## src/rtl/axi4lite_pkg.sv

```systemverilog
// Shared response codes, FSM state encodings and width helpers for the AXI4-lite submap bridge.
package axi4lite_pkg;

   localparam logic [1:0] RESP_OKAY   = 2'b00;
   localparam logic [1:0] RESP_SLVERR = 2'b10;

   typedef enum logic [1:0] {W_IDLE, W_REQ, W_RESP, W_BRSP} wr_state_t;
   typedef enum logic [1:0] {R_IDLE, R_REQ, R_RESP, R_RRSP} rd_state_t;

   function automatic int unsigned strb_bits(input int unsigned dw);
      return dw / 8;
   endfunction

endpackage

```

## src/rtl/axi4lite_chan_capture.sv

```systemverilog
// Captures slave AW and W beats independently and pulses a write request once both are held.
module axi4lite_chan_capture
   import axi4lite_pkg::*;
#(
   parameter int unsigned ADDR_WIDTH = 8,
   parameter int unsigned DATA_WIDTH = 32
) (
   input  logic                             i_clk,
   input  logic                             i_rst,
   input  logic                             i_awvalid,
   input  logic [ADDR_WIDTH-1:0]            i_awaddr,
   input  logic                             i_wvalid,
   input  logic [DATA_WIDTH-1:0]            i_wdata,
   input  logic [strb_bits(DATA_WIDTH)-1:0] i_wstrb,
   input  logic                             i_clear,
   output logic                             o_awready,
   output logic                             o_wready,
   output logic                             o_req_c,
   output logic [ADDR_WIDTH-1:0]            o_addr_c,
   output logic [DATA_WIDTH-1:0]            o_data_c,
   output logic [strb_bits(DATA_WIDTH)-1:0] o_strb_c
);

   logic                             r_awready;
   logic                             r_wready;
   logic [ADDR_WIDTH-1:0]            r_awaddr;
   logic [DATA_WIDTH-1:0]            r_wdata;
   logic [strb_bits(DATA_WIDTH)-1:0] r_wstrb;
   logic                             w_aw_fire;
   logic                             w_w_fire;

   assign w_aw_fire = i_awvalid & r_awready;
   assign w_w_fire  = i_wvalid & r_wready;

   // Request fires in the cycle the second half arrives (or both together).
   assign o_req_c  = (w_aw_fire | ~r_awready) & (w_w_fire | ~r_wready) & (w_aw_fire | w_w_fire);
   assign o_addr_c = w_aw_fire ? i_awaddr : r_awaddr;
   assign o_data_c = w_w_fire ? i_wdata : r_wdata;
   assign o_strb_c = w_w_fire ? i_wstrb : r_wstrb;

   assign o_awready = r_awready;
   assign o_wready  = r_wready;

   always_ff @(posedge i_clk) begin
      if (i_rst) begin
         r_awready <= 1'b1;
         r_wready  <= 1'b1;
         r_awaddr  <= '0;
         r_wdata   <= '0;
         r_wstrb   <= '0;
      end else begin
         if (i_clear) begin
            r_awready <= 1'b1;
            r_wready  <= 1'b1;
         end else begin
            if (w_aw_fire) begin
               r_awready <= 1'b0;
               r_awaddr  <= i_awaddr;
            end
            if (w_w_fire) begin
               r_wready <= 1'b0;
               r_wdata  <= i_wdata;
               r_wstrb  <= i_wstrb;
            end
         end
      end
   end

endmodule

```

## src/rtl/axi4lite_submap_bridge.sv

```systemverilog
// AXI4-lite slave to single submap master bridge, one outstanding transaction per direction.
// Optional submap response timeout enabled by defining SUBMAP_TIMEOUT_EN.
module axi4lite_submap_bridge
   import axi4lite_pkg::*;
#(
   parameter int unsigned ADDR_WIDTH     = 8,
   parameter int unsigned DATA_WIDTH     = 32,
   parameter int unsigned WR_PIPE        = 1,
   parameter int unsigned TIMEOUT_CYCLES = 255
) (
   input  logic                             aclk,
   input  logic                             areset,
   input  logic                             s_awvalid,
   output logic                             s_awready,
   input  logic [ADDR_WIDTH-1:0]            s_awaddr,
   input  logic [2:0]                       s_awprot,
   input  logic                             s_wvalid,
   output logic                             s_wready,
   input  logic [DATA_WIDTH-1:0]            s_wdata,
   input  logic [strb_bits(DATA_WIDTH)-1:0] s_wstrb,
   output logic                             s_bvalid,
   input  logic                             s_bready,
   output logic [1:0]                       s_bresp,
   input  logic                             s_arvalid,
   output logic                             s_arready,
   input  logic [ADDR_WIDTH-1:0]            s_araddr,
   input  logic [2:0]                       s_arprot,
   output logic                             s_rvalid,
   input  logic                             s_rready,
   output logic [DATA_WIDTH-1:0]            s_rdata,
   output logic [1:0]                       s_rresp,
   output logic                             m_awvalid,
   input  logic                             m_awready,
   output logic [ADDR_WIDTH-1:0]            m_awaddr,
   output logic [2:0]                       m_awprot,
   output logic                             m_wvalid,
   input  logic                             m_wready,
   output logic [DATA_WIDTH-1:0]            m_wdata,
   output logic [strb_bits(DATA_WIDTH)-1:0] m_wstrb,
   input  logic                             m_bvalid,
   output logic                             m_bready,
   input  logic [1:0]                       m_bresp,
   output logic                             m_arvalid,
   input  logic                             m_arready,
   output logic [ADDR_WIDTH-1:0]            m_araddr,
   output logic [2:0]                       m_arprot,
   input  logic                             m_rvalid,
   output logic                             m_rready,
   input  logic [DATA_WIDTH-1:0]            m_rdata,
   input  logic [1:0]                       m_rresp
);

   localparam int unsigned SW = strb_bits(DATA_WIDTH);
   localparam logic [ADDR_WIDTH-1:0] ADDR_MASK = ~ADDR_WIDTH'(SW - 1);

   logic                  w_cap_req_c, w_req, w_b_done, w_wr_to, w_rd_to, w_unused;
   logic [ADDR_WIDTH-1:0] w_cap_addr_c, w_addr;
   logic [DATA_WIDTH-1:0] w_cap_data_c, w_data;
   logic [SW-1:0]         w_cap_strb_c, w_strb;

   wr_state_t             r_wr_state;
   rd_state_t             r_rd_state;
   logic                  r_m_awvalid, r_m_wvalid, r_m_bready, r_s_bvalid, r_wr_late;
   logic                  r_m_arvalid, r_m_rready, r_s_rvalid, r_s_arready, r_rd_late;
   logic [1:0]            r_s_bresp, r_s_rresp;
   logic [ADDR_WIDTH-1:0] r_m_awaddr, r_m_araddr;
   logic [DATA_WIDTH-1:0] r_m_wdata, r_s_rdata;
   logic [SW-1:0]         r_m_wstrb;

   assign w_b_done = r_s_bvalid & s_bready;

   axi4lite_chan_capture #(
      .ADDR_WIDTH (ADDR_WIDTH),
      .DATA_WIDTH (DATA_WIDTH)
   ) u_capture (
      .i_clk     (aclk),
      .i_rst     (areset),
      .i_awvalid (s_awvalid),
      .i_awaddr  (s_awaddr),
      .i_wvalid  (s_wvalid),
      .i_wdata   (s_wdata),
      .i_wstrb   (s_wstrb),
      .i_clear   (w_b_done),
      .o_awready (s_awready),
      .o_wready  (s_wready),
      .o_req_c   (w_cap_req_c),
      .o_addr_c  (w_cap_addr_c),
      .o_data_c  (w_cap_data_c),
      .o_strb_c  (w_cap_strb_c)
   );

   if (WR_PIPE != 0) begin : g_wr_pipe
      logic                  r_req;
      logic [ADDR_WIDTH-1:0] r_addr;
      logic [DATA_WIDTH-1:0] r_data;
      logic [SW-1:0]         r_strb;
      always_ff @(posedge aclk) begin
         if (areset) begin
            r_req  <= 1'b0;
            r_addr <= '0;
            r_data <= '0;
            r_strb <= '0;
         end else begin
            r_req  <= w_cap_req_c;
            r_addr <= w_cap_addr_c;
            r_data <= w_cap_data_c;
            r_strb <= w_cap_strb_c;
         end
      end
      assign w_req  = r_req;
      assign w_addr = r_addr;
      assign w_data = r_data;
      assign w_strb = r_strb;
   end else begin : g_wr_direct
      assign w_req  = w_cap_req_c;
      assign w_addr = w_cap_addr_c;
      assign w_data = w_cap_data_c;
      assign w_strb = w_cap_strb_c;
   end

`ifdef SUBMAP_TIMEOUT_EN
   logic [15:0] r_wr_cnt, r_rd_cnt;

   // Counters run from zero on entry to the request state until a response state is reached.
   always_ff @(posedge aclk) begin
      if (areset || r_wr_state == W_IDLE || r_wr_state == W_BRSP) r_wr_cnt <= '0;
      else                                                        r_wr_cnt <= r_wr_cnt + 16'd1;
      if (areset || r_rd_state == R_IDLE || r_rd_state == R_RRSP) r_rd_cnt <= '0;
      else                                                        r_rd_cnt <= r_rd_cnt + 16'd1;
   end

   assign w_wr_to  = (r_wr_state == W_REQ || r_wr_state == W_RESP) && (r_wr_cnt == 16'(TIMEOUT_CYCLES - 1));
   assign w_rd_to  = (r_rd_state == R_REQ || r_rd_state == R_RESP) && (r_rd_cnt == 16'(TIMEOUT_CYCLES - 1));
   assign w_unused = ^{s_awprot, s_arprot};
`else
   assign w_wr_to  = 1'b0;
   assign w_rd_to  = 1'b0;
   assign w_unused = ^{s_awprot, s_arprot, 32'(TIMEOUT_CYCLES)};
`endif

   // Write path: issue AW/W to the submap, wait for B, return it on the slave port.
   always_ff @(posedge aclk) begin
      if (areset) begin
         r_wr_state  <= W_IDLE;
         r_m_awvalid <= 1'b0;
         r_m_wvalid  <= 1'b0;
         r_m_awaddr  <= '0;
         r_m_wdata   <= '0;
         r_m_wstrb   <= '0;
         r_m_bready  <= 1'b0;
         r_s_bvalid  <= 1'b0;
         r_s_bresp   <= RESP_OKAY;
         r_wr_late   <= 1'b0;
      end else begin
         case (r_wr_state)
            W_IDLE: begin
               r_m_bready <= 1'b0;
               if (w_req) begin
                  r_wr_state  <= W_REQ;
                  r_m_awvalid <= 1'b1;
                  r_m_wvalid  <= 1'b1;
                  r_m_awaddr  <= w_addr & ADDR_MASK;
                  r_m_wdata   <= w_data;
                  r_m_wstrb   <= w_strb;
               end
            end
            W_REQ: begin
               if (w_wr_to) begin
                  r_m_awvalid <= 1'b0;
                  r_m_wvalid  <= 1'b0;
                  r_s_bvalid  <= 1'b1;
                  r_s_bresp   <= RESP_SLVERR;
                  r_wr_late   <= 1'b1;
                  r_wr_state  <= W_BRSP;
               end else begin
                  if (m_awready) r_m_awvalid <= 1'b0;
                  if (m_wready)  r_m_wvalid  <= 1'b0;
                  if ((!r_m_awvalid || m_awready) && (!r_m_wvalid || m_wready)) begin
                     r_m_bready <= 1'b1;
                     r_wr_state <= W_RESP;
                  end
               end
            end
            W_RESP: begin
               if (m_bvalid || w_wr_to) begin
                  r_m_bready <= 1'b0;
                  r_s_bvalid <= 1'b1;
                  r_s_bresp  <= m_bvalid ? m_bresp : RESP_SLVERR;
                  r_wr_late  <= !m_bvalid;
                  r_wr_state <= W_BRSP;
               end
            end
            W_BRSP: begin
               if (s_bready) begin
                  r_s_bvalid <= 1'b0;
                  r_m_bready <= r_wr_late;
                  r_wr_late  <= 1'b0;
                  r_wr_state <= W_IDLE;
               end
            end
            default: r_wr_state <= W_IDLE;
         endcase
      end
   end

   // Read path: issue AR, wait for R, hold data on the slave port until accepted.
   always_ff @(posedge aclk) begin
      if (areset) begin
         r_rd_state  <= R_IDLE;
         r_s_arready <= 1'b1;
         r_m_arvalid <= 1'b0;
         r_m_araddr  <= '0;
         r_m_rready  <= 1'b0;
         r_s_rvalid  <= 1'b0;
         r_s_rdata   <= '0;
         r_s_rresp   <= RESP_OKAY;
         r_rd_late   <= 1'b0;
      end else begin
         case (r_rd_state)
            R_IDLE: begin
               r_m_rready <= 1'b0;
               if (s_arvalid && r_s_arready) begin
                  r_s_arready <= 1'b0;
                  r_m_arvalid <= 1'b1;
                  r_m_araddr  <= s_araddr & ADDR_MASK;
                  r_rd_state  <= R_REQ;
               end
            end
            R_REQ: begin
               if (w_rd_to) begin
                  r_m_arvalid <= 1'b0;
                  r_s_rvalid  <= 1'b1;
                  r_s_rdata   <= '0;
                  r_s_rresp   <= RESP_SLVERR;
                  r_rd_late   <= 1'b1;
                  r_rd_state  <= R_RRSP;
               end else if (m_arready) begin
                  r_m_arvalid <= 1'b0;
                  r_m_rready  <= 1'b1;
                  r_rd_state  <= R_RESP;
               end
            end
            R_RESP: begin
               if (m_rvalid || w_rd_to) begin
                  r_m_rready <= 1'b0;
                  r_s_rvalid <= 1'b1;
                  r_s_rdata  <= m_rvalid ? m_rdata : '0;
                  r_s_rresp  <= m_rvalid ? m_rresp : RESP_SLVERR;
                  r_rd_late  <= !m_rvalid;
                  r_rd_state <= R_RRSP;
               end
            end
            R_RRSP: begin
               if (s_rready) begin
                  r_s_rvalid  <= 1'b0;
                  r_s_arready <= 1'b1;
                  r_m_rready  <= r_rd_late;
                  r_rd_late   <= 1'b0;
                  r_rd_state  <= R_IDLE;
               end
            end
            default: r_rd_state <= R_IDLE;
         endcase
      end
   end

   assign m_awvalid = r_m_awvalid;
   assign m_awaddr  = r_m_awaddr;
   assign m_awprot  = 3'b000;
   assign m_wvalid  = r_m_wvalid;
   assign m_wdata   = r_m_wdata;
   assign m_wstrb   = r_m_wstrb;
   assign m_bready  = r_m_bready;
   assign s_bvalid  = r_s_bvalid;
   assign s_bresp   = r_s_bresp;
   assign s_arready = r_s_arready;
   assign m_arvalid = r_m_arvalid;
   assign m_araddr  = r_m_araddr;
   assign m_arprot  = 3'b000;
   assign m_rready  = r_m_rready;
   assign s_rvalid  = r_s_rvalid;
   assign s_rdata   = r_s_rdata;
   assign s_rresp   = r_s_rresp;

endmodule
```

## config.mk

```make
export PLATFORM = sky130hd
export DESIGN_NAME = axi4lite_submap_bridge
export DESIGN_NICKNAME = d
export VERILOG_FILES = /design/src/rtl/axi4lite_pkg.sv /design/src/rtl/axi4lite_chan_capture.sv /design/src/rtl/axi4lite_submap_bridge.sv
export SDC_FILE = /design/constraint.sdc
export NUM_CORES = 1
export LEC_CHECK = 0
export ABC_AREA = 1
export CAP_MARGIN = 20
export CORE_MARGIN = 2
export CORE_UTILIZATION = 45
export DETAILED_ROUTE_END_ITERATION = 8
export GPL_ROUTABILITY_DRIVEN = 0
export PLACE_DENSITY = 0.76
export SLEW_MARGIN = 20
export SYNTH_ARGS = -nofsm -noshare
export SYNTH_HDL_FRONTEND = slang
export SYNTH_SLANG_ARGS = --single-unit
```

## constraint.sdc

```tcl
create_clock -name aclk -period 1.4 [get_ports aclk]
set_input_delay 0.21 -clock aclk [delete_from_list [all_inputs] [get_ports aclk]]
set_output_delay 0.21 -clock aclk [all_outputs]
set_load 0.1 [all_outputs]
```

* Word level (Yosys, flattened, before mapping) *
Cells that the tools add are included.

operators by class
  eq/ne operators = 16
  muxes and demuxes = 42
  bitwise logic cells = 10
  reduce and logical (&&, ||, !) cells = 30

operators with widths
  kind                                                                    count
  32-bit 2-to-1 mux                                                       1
  3-bit AND reduction                                                     8
  2-bit inequality test (second input constant)                           10
  1-bit 2-to-1 mux                                                        19
  2-bit 2-to-1 mux                                                        8
  1-bit case mux with 2 select lines                                      8
  2-bit case mux with 4 select lines                                      2
  2-bit nonzero test                                                      5
  2-bit equality test (second input constant)                             4
  8-bit 2-to-1 mux                                                        1
  1-bit case mux with 4 select lines                                      2
  2-bit AND reduction                                                     4
  4-bit AND reduction                                                     2
  1-bit AND                                                               5
  2-bit by 1-bit equality test with 1-bit output (second input constant)  2
  1-bit logical NOT                                                       4
  2-bit logical NOT                                                       2
  4-bit 2-to-1 mux                                                        1
  1-bit bitwise OR                                                        3
  1-bit logical AND                                                       2
  1-bit logical OR                                                        2
  1-bit inverter                                                          2
  2-bit OR reduction                                                      1

word-level totals
  flip-flop bits (word level) = 189
  output and inout port bits = 104

* Longest topological paths before layout *
Gate-level depths: netlist (run 1).

  depth in word-level cells = 5
  gate-level depth with buffers = 8
  gate-level depth less buffers = 8

* Hierarchy *
A second synthesis (run 1) with hierarchy kept.

second synthesis, totals
  cell total of the unflattened synthesis = 1,063
  area total of the unflattened synthesis = 7,840.0 sq um

modules (own cells, without submodules)
  module                  times used  cells an instance  area each (sq um)  sequential area each (sq um)
  axi4lite_submap_bridge  1           627                5,036.1            2,822.7
  axi4lite_chan_capture   1           436                2,803.9            920.9

* Worst setup path before layout (run 1) *
Ideal clock, no wire load.

  path type = register to register
  start point = register u_capture.r_awready (netlist: u_capture.o_awready)
  end point = register u_capture.r_awaddr[2]
  arrival = 1.729 ns
  required time = 1.285 ns
  path slack = -0.444 ns
  cell stages (with the launch flop) = 6
  buffers on the path = 1
  period minus slack after synthesis = 1.844 ns
  path through = dfxtp_1 -> nand2_1 -> buf_2 -> o21a_1 -> o21ai_0 -> inv_1

on the way
  longest elaborated chain between the ends = 2

ends and longest elaborated chain
  item                    line                         RTL
  from (decl)             axi4lite_chan_capture.sv:24  logic r_awready;
  from (signal assigned)  axi4lite_chan_capture.sv:46  r_awready <= 1'b1;
  from (signal assigned)  axi4lite_chan_capture.sv:53  r_awready <= 1'b1;
  from (signal assigned)  axi4lite_chan_capture.sv:57  r_awready <= 1'b0;
  1-bit AND               axi4lite_chan_capture.sv:32  assign w_aw_fire = i_awvalid & r_awready;
  8-bit 2-to-1 mux        -
  to (signal assigned)    axi4lite_chan_capture.sv:58  r_awaddr <= i_awaddr;
  to (decl)               axi4lite_chan_capture.sv:26  logic [ADDR_WIDTH-1:0] r_awaddr;

No other way between the ends.
A chain may end at the register's enable or synchronous reset.

* Final worst setup path (run 1) *
  start point = register r_wr_state[1]
  end point = register r_m_wdata[16] (netlist: m_wdata[16])

on the way
  longest elaborated chain between the ends = 2

ends and longest elaborated chain
  item                           line                           RTL
  from (decl)                    axi4lite_submap_bridge.sv:61   wr_state_t r_wr_state;
  from (signal assigned)         axi4lite_submap_bridge.sv:144  r_wr_state <= W_IDLE;
  from (signal assigned)         axi4lite_submap_bridge.sv:159  r_wr_state <= W_REQ;
  from (signal assigned)         axi4lite_submap_bridge.sv:174  r_wr_state <= W_BRSP;
  2-bit logical NOT              axi4lite_submap_bridge.sv:155  case (r_wr_state)
  2-bit AND reduction (no line)  -
  to (signal assigned)           axi4lite_submap_bridge.sv:163  r_m_wdata <= w_data;
  to (decl)                      axi4lite_submap_bridge.sv:67   logic [DATA_WIDTH-1:0] r_m_wdata, r_s_rdata;

No other way between the ends.

==> run metrics, run 1 <==
critical path class=flip-flop to flip-flop; sequential area share after synthesis=0.510; Sw Pwr=0.00866 W; Clock transition at path regs=0.07 ns; Yosys cell types=26; post-synthesis cell area=7260 µm²; Cell Rows=46; Fillers=1151; Starting Density=0.458; setup slack, reg-to-reg=0.07 ns; Logic pwr share=0.451; Final nets=1259; full die area=17200 µm²; Startpoint Class=flip-flop; # IOs=210; Post-synth ARST share=0; input/output buffers=189; total clock sinks=185; switch share=0.415; antenna diode count=0; Placeable Area=15800 µm²; crit path max-delay cell type=dfxtp_2; WP data arrival=1.65 ns; Vias=6486; vias per cell=4.72; Hold Vio Cnt, Final=0; maximum buffer depth of the clock tree=2; Detail Placement HPWL=12600 µm; final setup fails=0; cell breakdown of the critical path=inv_1 -> ha_2 -> nand2_4 -> buf_12 -> o21ai_0 -> nor2_1; first-pass GRT wire length=29000 µm; fraction of layout cells with a size suffix above 1=0.173; Max-Cap Viols=0; hold slack=0.239 ns; Global Route Usage Sum=0.216; CTS Root Buffer Type=clkbuf_16; clk_lat worst skew=0.43 ns; DRT Wirelength=18300 µm; synthesized instance count=951; Die X=131 µm; Critical Path RT=1.72 ns; Syn. warnings=0; Max IR drop VDD=0.947 mV; drt pass-1 iters=4; area of the multi-input gates=2650 µm²; Flop pwr share=0.327; Setup crit end kind=flip-flop; crit path time final=1.33 ns; antenna violations before repair=1; CP Max Fanout=40; Final Max Tran Viols=0; H-tree level count=4; Max Clk Rate=750 MHz; power per cell area=1880 nW/µm²; CTS tree=built; area grow syn2layout=53.1%; Static Leak=5.01 nW; CTS Buf Count=17; total power=0.0208 W; total area of sequential cells=3720 µm²; Hold Crit Class=input pin to flip-flop; Post-route DRC=0; placed cell area=10400 µm²; period utilization=0.953; Clock Power Share=0.221; WL/cell=13.3 µm; Die Ht=131 µm; number of synthesized register bits=185; Internal Power=0.0122 W; largest net degree at the start of global routing=92; status=completed; Starting DRT DRC Count=332; top_reg_cell synth=dfxtp_1; CP peak stage delay=0.35 ns; vias in the first global route=6057; Finished Cell Area=11100 µm²; gr ovfl total=0; fin util=0.702; synthesized area per cell=7.63 µm²; number of synthesized flops with an enable pin=0; RSZ-0062 raised after global routing=true; Post-DRT Antenna Nets=0; Post-Route Skew=0.0106 ns
==> sequential cells by signal (all words and copies together), names as in the netlist, 2 cells and up <==
register,count
m_araddr,6
g_wr_pipe.r_data,32
s_bresp,2
m_awaddr,6
m_wdata,32
s_rdata,32
s_rresp,2
r_rd_state,2
g_wr_pipe.r_strb,4
u_capture.r_wstrb,4
m_wstrb,4
u_capture.r_awaddr,6
u_capture.r_wdata,32
r_wr_state,2
g_wr_pipe.r_addr,6
==> routing by layer <==
layer	GRT usage	vias up	routed length (µm)	part of all wire
li1	-	3318	-	-
met1	0.248	2932	7610	0.42
met2	0.378	197	8830	0.48
met3	0.0680	37	1410	0.077
met4	0.0788	2	435	0.024
met5	0	-	11	0.00060
==> path summary, 6_finish.rpt <==
check        depth (start not counted)                       end                       start
max reg2reg                          6  m_wdata[16]$_SDFFE_PP0P_  r_wr_state[1]$_SDFFE_PP0P_
max                                  6  m_wdata[16]$_SDFFE_PP0P_  r_wr_state[1]$_SDFFE_PP0P_
min reg2reg                          2    r_wr_late$_SDFFE_PP0P_      r_wr_late$_SDFFE_PP0P_
min                                  4  m_araddr[6]$_SDFFE_PP0P_                      areset
==> cells in the final DEF (no fill, tap or decap), types with 25 or more instances in the layout <==
master,count
buf_4,25
clkdlybuf4s50_1,94
o21ai_1,55
o21a_1,42
nand2_1,69
a21oi_1,57
o21ai_0,76
buf_12,106
inv_1,151
dfxtp_1,176
nor2_1,212
==> power groups by stage <==
| stage | clock network (W) | logic [W] | registers (W) |
|---|---|---|---|
| after CTS | 0.00472 | 0.00932 | 0.00683 |
| after detailed placement | 0 | 0.00917 | 0.00693 |
| after global routing | 0.00492 | 0.0100 | 0.00692 |
| final | 0.00461 | 0.00941 | 0.00683 |
| after floorplan | 0 | 0.00257 | 0.0101 |
| after global placement | 0 | 0.00902 | 0.00689 |
==> repair_timing <==
action                                  CTS  global route
gates resized for setup                   9            28
pin swaps                                 1             5
hold buffers                              0             0
gates cloned                              1             0
setup buffers                             1             1
endpoints found under the setup margin   50            69
==> cell usage after synthesis (all sizes together) (2+ instances only) <==
cell / n / area share
nor2: 215 / 0.11
dfxtp: 185 / 0.51
clkbuf: 21 / 0.015
o21a: 42 / 0.043
nand3: 8 / 0.0055
ha: 8 / 0.014
o21ai: 131 / 0.090
buf: 41 / 0.041
or2: 2 / 0.0017
nand2: 76 / 0.041
a21oi: 58 / 0.040
nor3: 3 / 0.0021
inv: 156 / 0.081
==> critical path: cells and delay by family, from the launching register on <==
kind | cells | cell delay, ns
AOI/OAI and AO/OA | 1 | 0.19
adders and majority gates | 1 | 0.24
buffers and inverters | 2 | 0.27
DFF | 1 | 0.35
and+or+nand+nor | 2 | 0.16
==> through the flow <==
stage	TNS, ns	instances	setup slack (ns)
final	0	1374	0.0661
after global routing	-0.139	1374	-0.0297
after CTS	0	1373	0.00357
after detailed placement	-9.42	1339	-0.154
after global placement	-8.18	1339	-0.148
after floorplan	0	960	0.0139
==> kinds of logic (layout without fill, tap and decap cells) <==
family | Yosys count | in the layout | synth area share
DFF | 185 | 185 | 0.510
AOI/OAI and AO/OA | 234 | 234 | 0.177
and+or+nand+nor | 305 | 305 | 0.162
adders and majority gates | 8 | 8 | 0.0138
buffers and inverters | 218 | 416 | 0.136
other | 1 | 10 | 0.000517
==> area by class of cell <==
class | instances | share of cell area
multi-input cells | 557 | 0.239
clock buffers | 19 | 0.0408
clock inverters | 13 | 0.0106
repair buffers | 228 | 0.297
inverters | 156 | 0.0534
well taps | 216 | 0.0243
flip-flops and latches | 185 | 0.335
Note: power is estimated with default switching activity, not from simulation.
==> inputs of run 2 (changes only) <==
Settings changed: CORE_UTILIZATION 45 to 47, PLACE_DENSITY 0.76 to 0.79.
==> run 2 against run 1 <==
Effect of this change:
- worst setup slack worse by 0.033 ns
- largest power group unchanged
- largest cell class unchanged
- critical path depth up 2
- non-clock buffer count unchanged
- final area down 1.1%
- critical endpoint is now r_rd_state[0]$_SDFFE_PP0P_
- sequential share of layout area up 0.34 points
- total power down 0.67%
==> run metrics, run 2 (synthesized netlist as in run 1, its figures left out) <==
fraction of layout cells with a size suffix above 1=0.160 (-0.0129); number of stages on the worst hold path=3 (-1); Post-DRT Antenna Nets=0 (unchanged); Max Clk Rate=731 MHz (-2.4%); Vias=6424 (-0.96%); setup slack, reg-to-reg=0.03 ns (-0.03 ns); hold slack=0.241 ns (+0.00200 ns); Hold Vio Cnt, Final=0 (unchanged); Die Ht=128 µm (-2.1%); R2R Path End=r_rd_state[0]$_SDFFE_PP0P_; total clock sinks=185 (unchanged); cts hold-fix bufs=0 (unchanged); first-pass GRT wire length=28800 µm (-0.95%); Post-Route Skew=0.00781 ns (-0.00279 ns); input/output buffers=189 (unchanged); reg2reg path depth=8 (+2); Die X=128 µm (-2.1%); DRT Wirelength=17900 µm (-2.3%); vias per cell=4.80 (+1.6%); # IOs=210 (unchanged); Hold Crit Class=input pin to flip-flop; power per cell area=1880 nW/µm² (+0.41%); Startpoint Class=flip-flop; Global Route Usage Sum=0.221 (+0.00473); Max-Cap Viols=0 (unchanged); RSZ-0062 raised after global routing=true; vias in the first global route=6111 (+0.89%); full die area=16500 µm² (-4.1%); Buf+Inv Stages, Crit Path=2 (unchanged); period utilization=0.977 (+0.0238); gr ovfl total=0 (unchanged); CP Max Fanout=3 (-93%); Detail Placement HPWL=12700 µm (+0.83%); Starting Density=0.479 (+0.0206); cell breakdown of the critical path=buf_4 -> ha_1 -> nand2_2 -> nand2_2 -> inv_1 -> nand2_1 -> nor3_2 -> nor2_1; WL/cell=13.4 µm (+0.26%); Final nets=1259 (unchanged); final setup fails=0 (unchanged); Min-Delay Endpoint=s_rvalid$_SDFFE_PP0P_; Cell Rows=45 (-2.2%); area of the multi-input gates=2640 µm² (-0.52%); crit path time final=1.37 ns (+0.0333 ns); Max IR drop VDD=1.09 mV (+15%); largest net degree at the start of global routing=65 (-29%); Setup crit end kind=flip-flop; crit-path most repeated cell=nand2_2; maximum buffer depth of the clock tree=2 (unchanged); CP peak stage delay=0.31 ns (-0.04 ns); total area of sequential cells=3720 µm² (about the same); commonest non-fill, non-tap cell in the layout=nor2_1; antenna violations before repair=0 (-1); Starting DRT DRC Count=321 (-3.3%); Placeable Area=15100 µm² (-4.3%); crit path max-delay cell type=dfxtp_1; area grow syn2layout=51.5%; fin util=0.726 (+0.0238); CTS Buf Count=17 (unchanged); most frequent cells in the layout=nor2_1, dfxtp_1, inv_1; clk_lat worst skew=0.42 ns (about the same); CTS Root Buffer Type=clkbuf_16; Static Leak=4.98 nW (-0.58%); antenna diode count=0 (unchanged); H-tree level count=4 (unchanged); Final Max Tran Viols=0 (unchanged); RR Startpoint=r_rd_state[0]$_SDFFE_PP0P_; # Post-CTS Setup Buffers=0 (-1); Clock transition at path regs=0.06 ns (about the same); critical path class=flip-flop to flip-flop; Fillers=1101 (-4.3%); family with the most delay on the worst path=simple AND/OR/NAND/NOR gates; hold_sp=areset; CTS tree=built; drt pass-1 iters=5 (+1); Post-route DRC=0 (unchanged); status=completed; Critical Path RT=1.72 ns (about the same); WP data arrival=1.68 ns (+0.03 ns)
==> run 2: stage by stage <==
step	std cells	setup slack, ns	setup TNS (ns)	cell area (µm²)	power (W)
3_5_place_dp	1314	-0.107	-4.87	10400	0.0161
4_1_cts	1339	-0.00374	-0.00374	11000	0.0208
3_3_place_gp	1314	-0.0764	-2.64	10400	0.0159
2_1_floorplan	960	0.0139	0	7310	0.0127
6_report	1339	0.0329	0	11000	0.0207
5_1_grt	1339	-0.0458	-0.134	11000	0.0217
==> run 2: worst min-delay path: cells and delay by family <==
family | cells | cell delay (ns)
compound gates | 1 | 0.06
buf+inv | 2 | 0.35
==> run 2: per-layer routing <==
metal | routed length [µm] | share of wire | GRT usage
met1 | 7480 | 0.42 | 0.257
met5 | 0 | 0 | 0
met2 | 8870 | 0.50 | 0.389
met3 | 1280 | 0.071 | 0.0680
met4 | 252 | 0.014 | 0.0679
==> run 2: power by group <==
part           internal [W]  leakage [nW]  switching (W)  total (W)
combinational       0.00343          3.19        0.00590    0.00932
sequential          0.00616          1.52       0.000658    0.00682
clock               0.00273         0.266        0.00185    0.00457
==> run 2: what timing repair did <==
action	CTS	global route
pin swaps	0	1
resized for setup	8	18
setup endpoints to repair	40	47
hold endpoints to repair	0	0
==> run 2: how the worst max path moves through the flow <==
stage / startpoint / endpoint / slack (ns) / cells after the start
after floorplan: m_arvalid$_SDFFE_PP0P_ / m_arvalid$_SDFFE_PP0P_ / 0.01 / 4
after global placement: s_wvalid / u_capture.r_wdata[8]$_SDFFE_PP0N_ / -0.08 / 6
after detailed placement: s_wvalid / u_capture.r_wdata[24]$_SDFFE_PP0N_ / -0.11 / 6
after CTS: r_rd_state[1]$_SDFFE_PP0P_ / m_araddr[3]$_SDFFE_PP0P_ / -0.004 / 5
after global routing: r_rd_state[0]$_SDFFE_PP0P_ / r_rd_state[0]$_SDFFE_PP0P_ / -0.05 / 8
final: r_rd_state[0]$_SDFFE_PP0P_ / r_rd_state[0]$_SDFFE_PP0P_ / 0.03 / 8
==> run 2: layout make-up <==
cell class | instances | area share
clock inverter | 6 | 0.00956
timing repair buffer | 228 | 0.297
tap | 188 | 0.0214
multi-input combinational | 557 | 0.240
inverter | 156 | 0.0537
clock buffer | 19 | 0.0394
sequential | 185 | 0.338
==> inputs of run 3 (changes only) <==
Settings changed: CORE_UTILIZATION 47 to 43, PLACE_DENSITY 0.79 to 0.76.
Clock period 1.4 ns to 1.2 ns, I/O delays scaled along.
==> run 3 against run 2 <==
Effect of this change:
- the run now ends with setup timing left
- core utilization up 3.4 points
- die area up 9.0%
- critical path depth down 1
==> run metrics, run 3 (synthesized netlist as in run 1, its figures left out) <==
status=complete, but fails checks; violated checks=setup timing; Detail Placement HPWL=13100 µm (+3.4%); Max Clk Rate=774 MHz (+5.8%); period utilization=1.08 (+0.101); Critical Path Start=r_rd_state[0]$_SDFFE_PP0P_; Die Ht=134 µm (+4.4%); total clock sinks=185 (unchanged); cts hold-fix bufs=0 (unchanged); gr ovfl total=0 (unchanged); area of the multi-input gates=3390 µm² (+29%); total area of sequential cells=3910 µm² (+5.0%); Final nets=1290 (+2.5%); area grow syn2layout=73.0%; Critical Path RT=1.53 ns (-0.19 ns); H-tree level count=4 (unchanged); vias per cell=4.90 (+2.1%); Placed Cells=1351 (+2.8%); CP Max Fanout=7 (+4); Post-route DRC=0 (unchanged); Critical Path End=s_rdata[3]$_SDFFE_PP0P_; fraction of layout cells with a size suffix above 1=0.366 (+0.206); final setup fails=62 (+62); commonest non-fill, non-tap cell in the layout=nor2_1; Hold Crit Class=input pin to flip-flop; CTS Root Buffer Type=clkbuf_16; Global Route Usage Sum=0.218 (-0.00253); clk_lat worst skew=0.42 ns (about the same); drt pass-1 iters=4 (-1); fin worst setup slack=-0.0927 ns (-0.126 ns); RSZ-0062 raised after global routing=true; maximum buffer depth of the clock tree=2 (unchanged); reg2reg path depth=7 (-1); Placeable Area=16500 µm² (+9.1%); Setup crit end kind=flip-flop; RR Startpoint=r_rd_state[0]$_SDFFE_PP0P_; WP data arrival=1.63 ns (-0.05 ns); Non-Filler Instances=1410 (+5.3%); critical path class=flip-flop to flip-flop; hold slack=0.132 ns (-0.109 ns); # IOs=210 (unchanged); Post-DRT Antenna Nets=0 (unchanged); placed cell area=10600 µm² (+2.3%); largest net degree at the start of global routing=86 (+32%); Starting Density=0.439 (-0.0400); Starting DRT DRC Count=361 (+12%); WL/cell=16.4 µm (+22%); Post-Route Skew=0.00917 ns (+0.00137 ns); dpl ws=-0.353 ns (-0.246 ns); vias in the first global route=6503 (+6.4%); Startpoint Class=flip-flop; power per cell area=2190 nW/µm² (+16%); input/output buffers=189 (unchanged); first-pass GRT wire length=31300 µm (+8.6%); Die X=134 µm (+4.4%); crit path time final=1.29 ns (-0.0744 ns); Max IR drop VDD=1.23 mV (+13%); full die area=17900 µm² (+9.0%); Hold Vio Cnt, Final=0 (unchanged); Max-Cap Viols=0 (unchanged); Static Leak=5.53 nW (+11%); Final Max Tran Viols=0 (unchanged); CTS tree=built; Fillers=1038 (-5.7%); Finished Cell Area=12600 µm² (+14%); Vias=6905 (+7.5%); R2R Path End=s_rdata[3]$_SDFFE_PP0P_; Clock transition at path regs=0.07 ns (about the same); CTS Buf Count=17 (unchanged); Cell Rows=47 (+4.4%); DRT Wirelength=23100 µm (+29%); total power=0.0274 W (+32%); antenna violations before repair=1 (+1); setup slack, reg-to-reg=-0.09 ns (-0.13 ns); most frequent cells in the layout=nor2_1, inv_1, buf_12
run 3: metrics by stage:
| stage | util | setup TNS (ns) |
|---|---|---|
| CTS | 0.703 | -0.420 |
| global placement | 0.644 | -36.49 |
| floorplan | - | -1.03 |
| global route | 0.760 | -7.26 |
| detailed placement | 0.644 | -39.92 |
| finish | 0.760 | -2.12 |
run 3: where the power goes:
group / internal (W) / total, W / switching (W)
logic: 0.00545 / 0.0136 / 0.00817
clock network: 0.00310 / 0.00546 / 0.00236
registers: 0.00736 / 0.00835 / 0.000993
run 3: final cells by class:
class,instances,area share
multi-input combinational,558,0.270
timing repair inverter,1,0.000498
clock inverter,9,0.00698
sequential,185,0.311
inverter,156,0.0490
timing repair buffer,257,0.301
tap,220,0.0219
antenna,1,0.000199
clock buffer,23,0.0390
run 3: worst max-delay path: stages (launching register included):
cell and delay [ns]:
dfxtp_2 0.33, inv_2 0.08, ha_4 0.20, nand2_8 0.10, clkinv_8 0.12, clkbuf_16 0.17, nor2_4 0.03, nor2_1 0.16
run 3: worst min path at each step:
stage | startpoint | endpoint | slack [ns] | cells past startpoint
4_1_cts | areset | s_bvalid$_SDFFE_PP0P_ | 0.11 | 3
3_5_place_dp | r_wr_late$_SDFFE_PP0P_ | r_wr_late$_SDFFE_PP0P_ | 0.44 | 2
2_1_floorplan | s_awvalid | u_capture.o_awready$_SDFFE_PP1P_ | 0.27 | 1
5_1_grt | areset | m_arvalid$_SDFFE_PP0P_ | 0.12 | 3
6_report | areset | m_arvalid$_SDFFE_PP0P_ | 0.13 | 3
3_3_place_gp | r_wr_late$_SDFFE_PP0P_ | r_wr_late$_SDFFE_PP0P_ | 0.44 | 2
run 3: metal layers:
metal | global-route usage | part of all wire | vias up
met5 | 0 | 0 | -
met1 | 0.260 | 0.40 | 3223
met2 | 0.364 | 0.50 | 235
met3 | 0.0627 | 0.069 | 54
li1 | - | - | 3393
met4 | 0.104 | 0.033 | 0
run 3: what timing repair did:
action	CTS	global route
setup endpoints to repair	99	106
gates resized for setup	104	229
cloned	3	13
buffers inserted	8	4
hold endpoints to repair	0	0
pin swaps	26	35
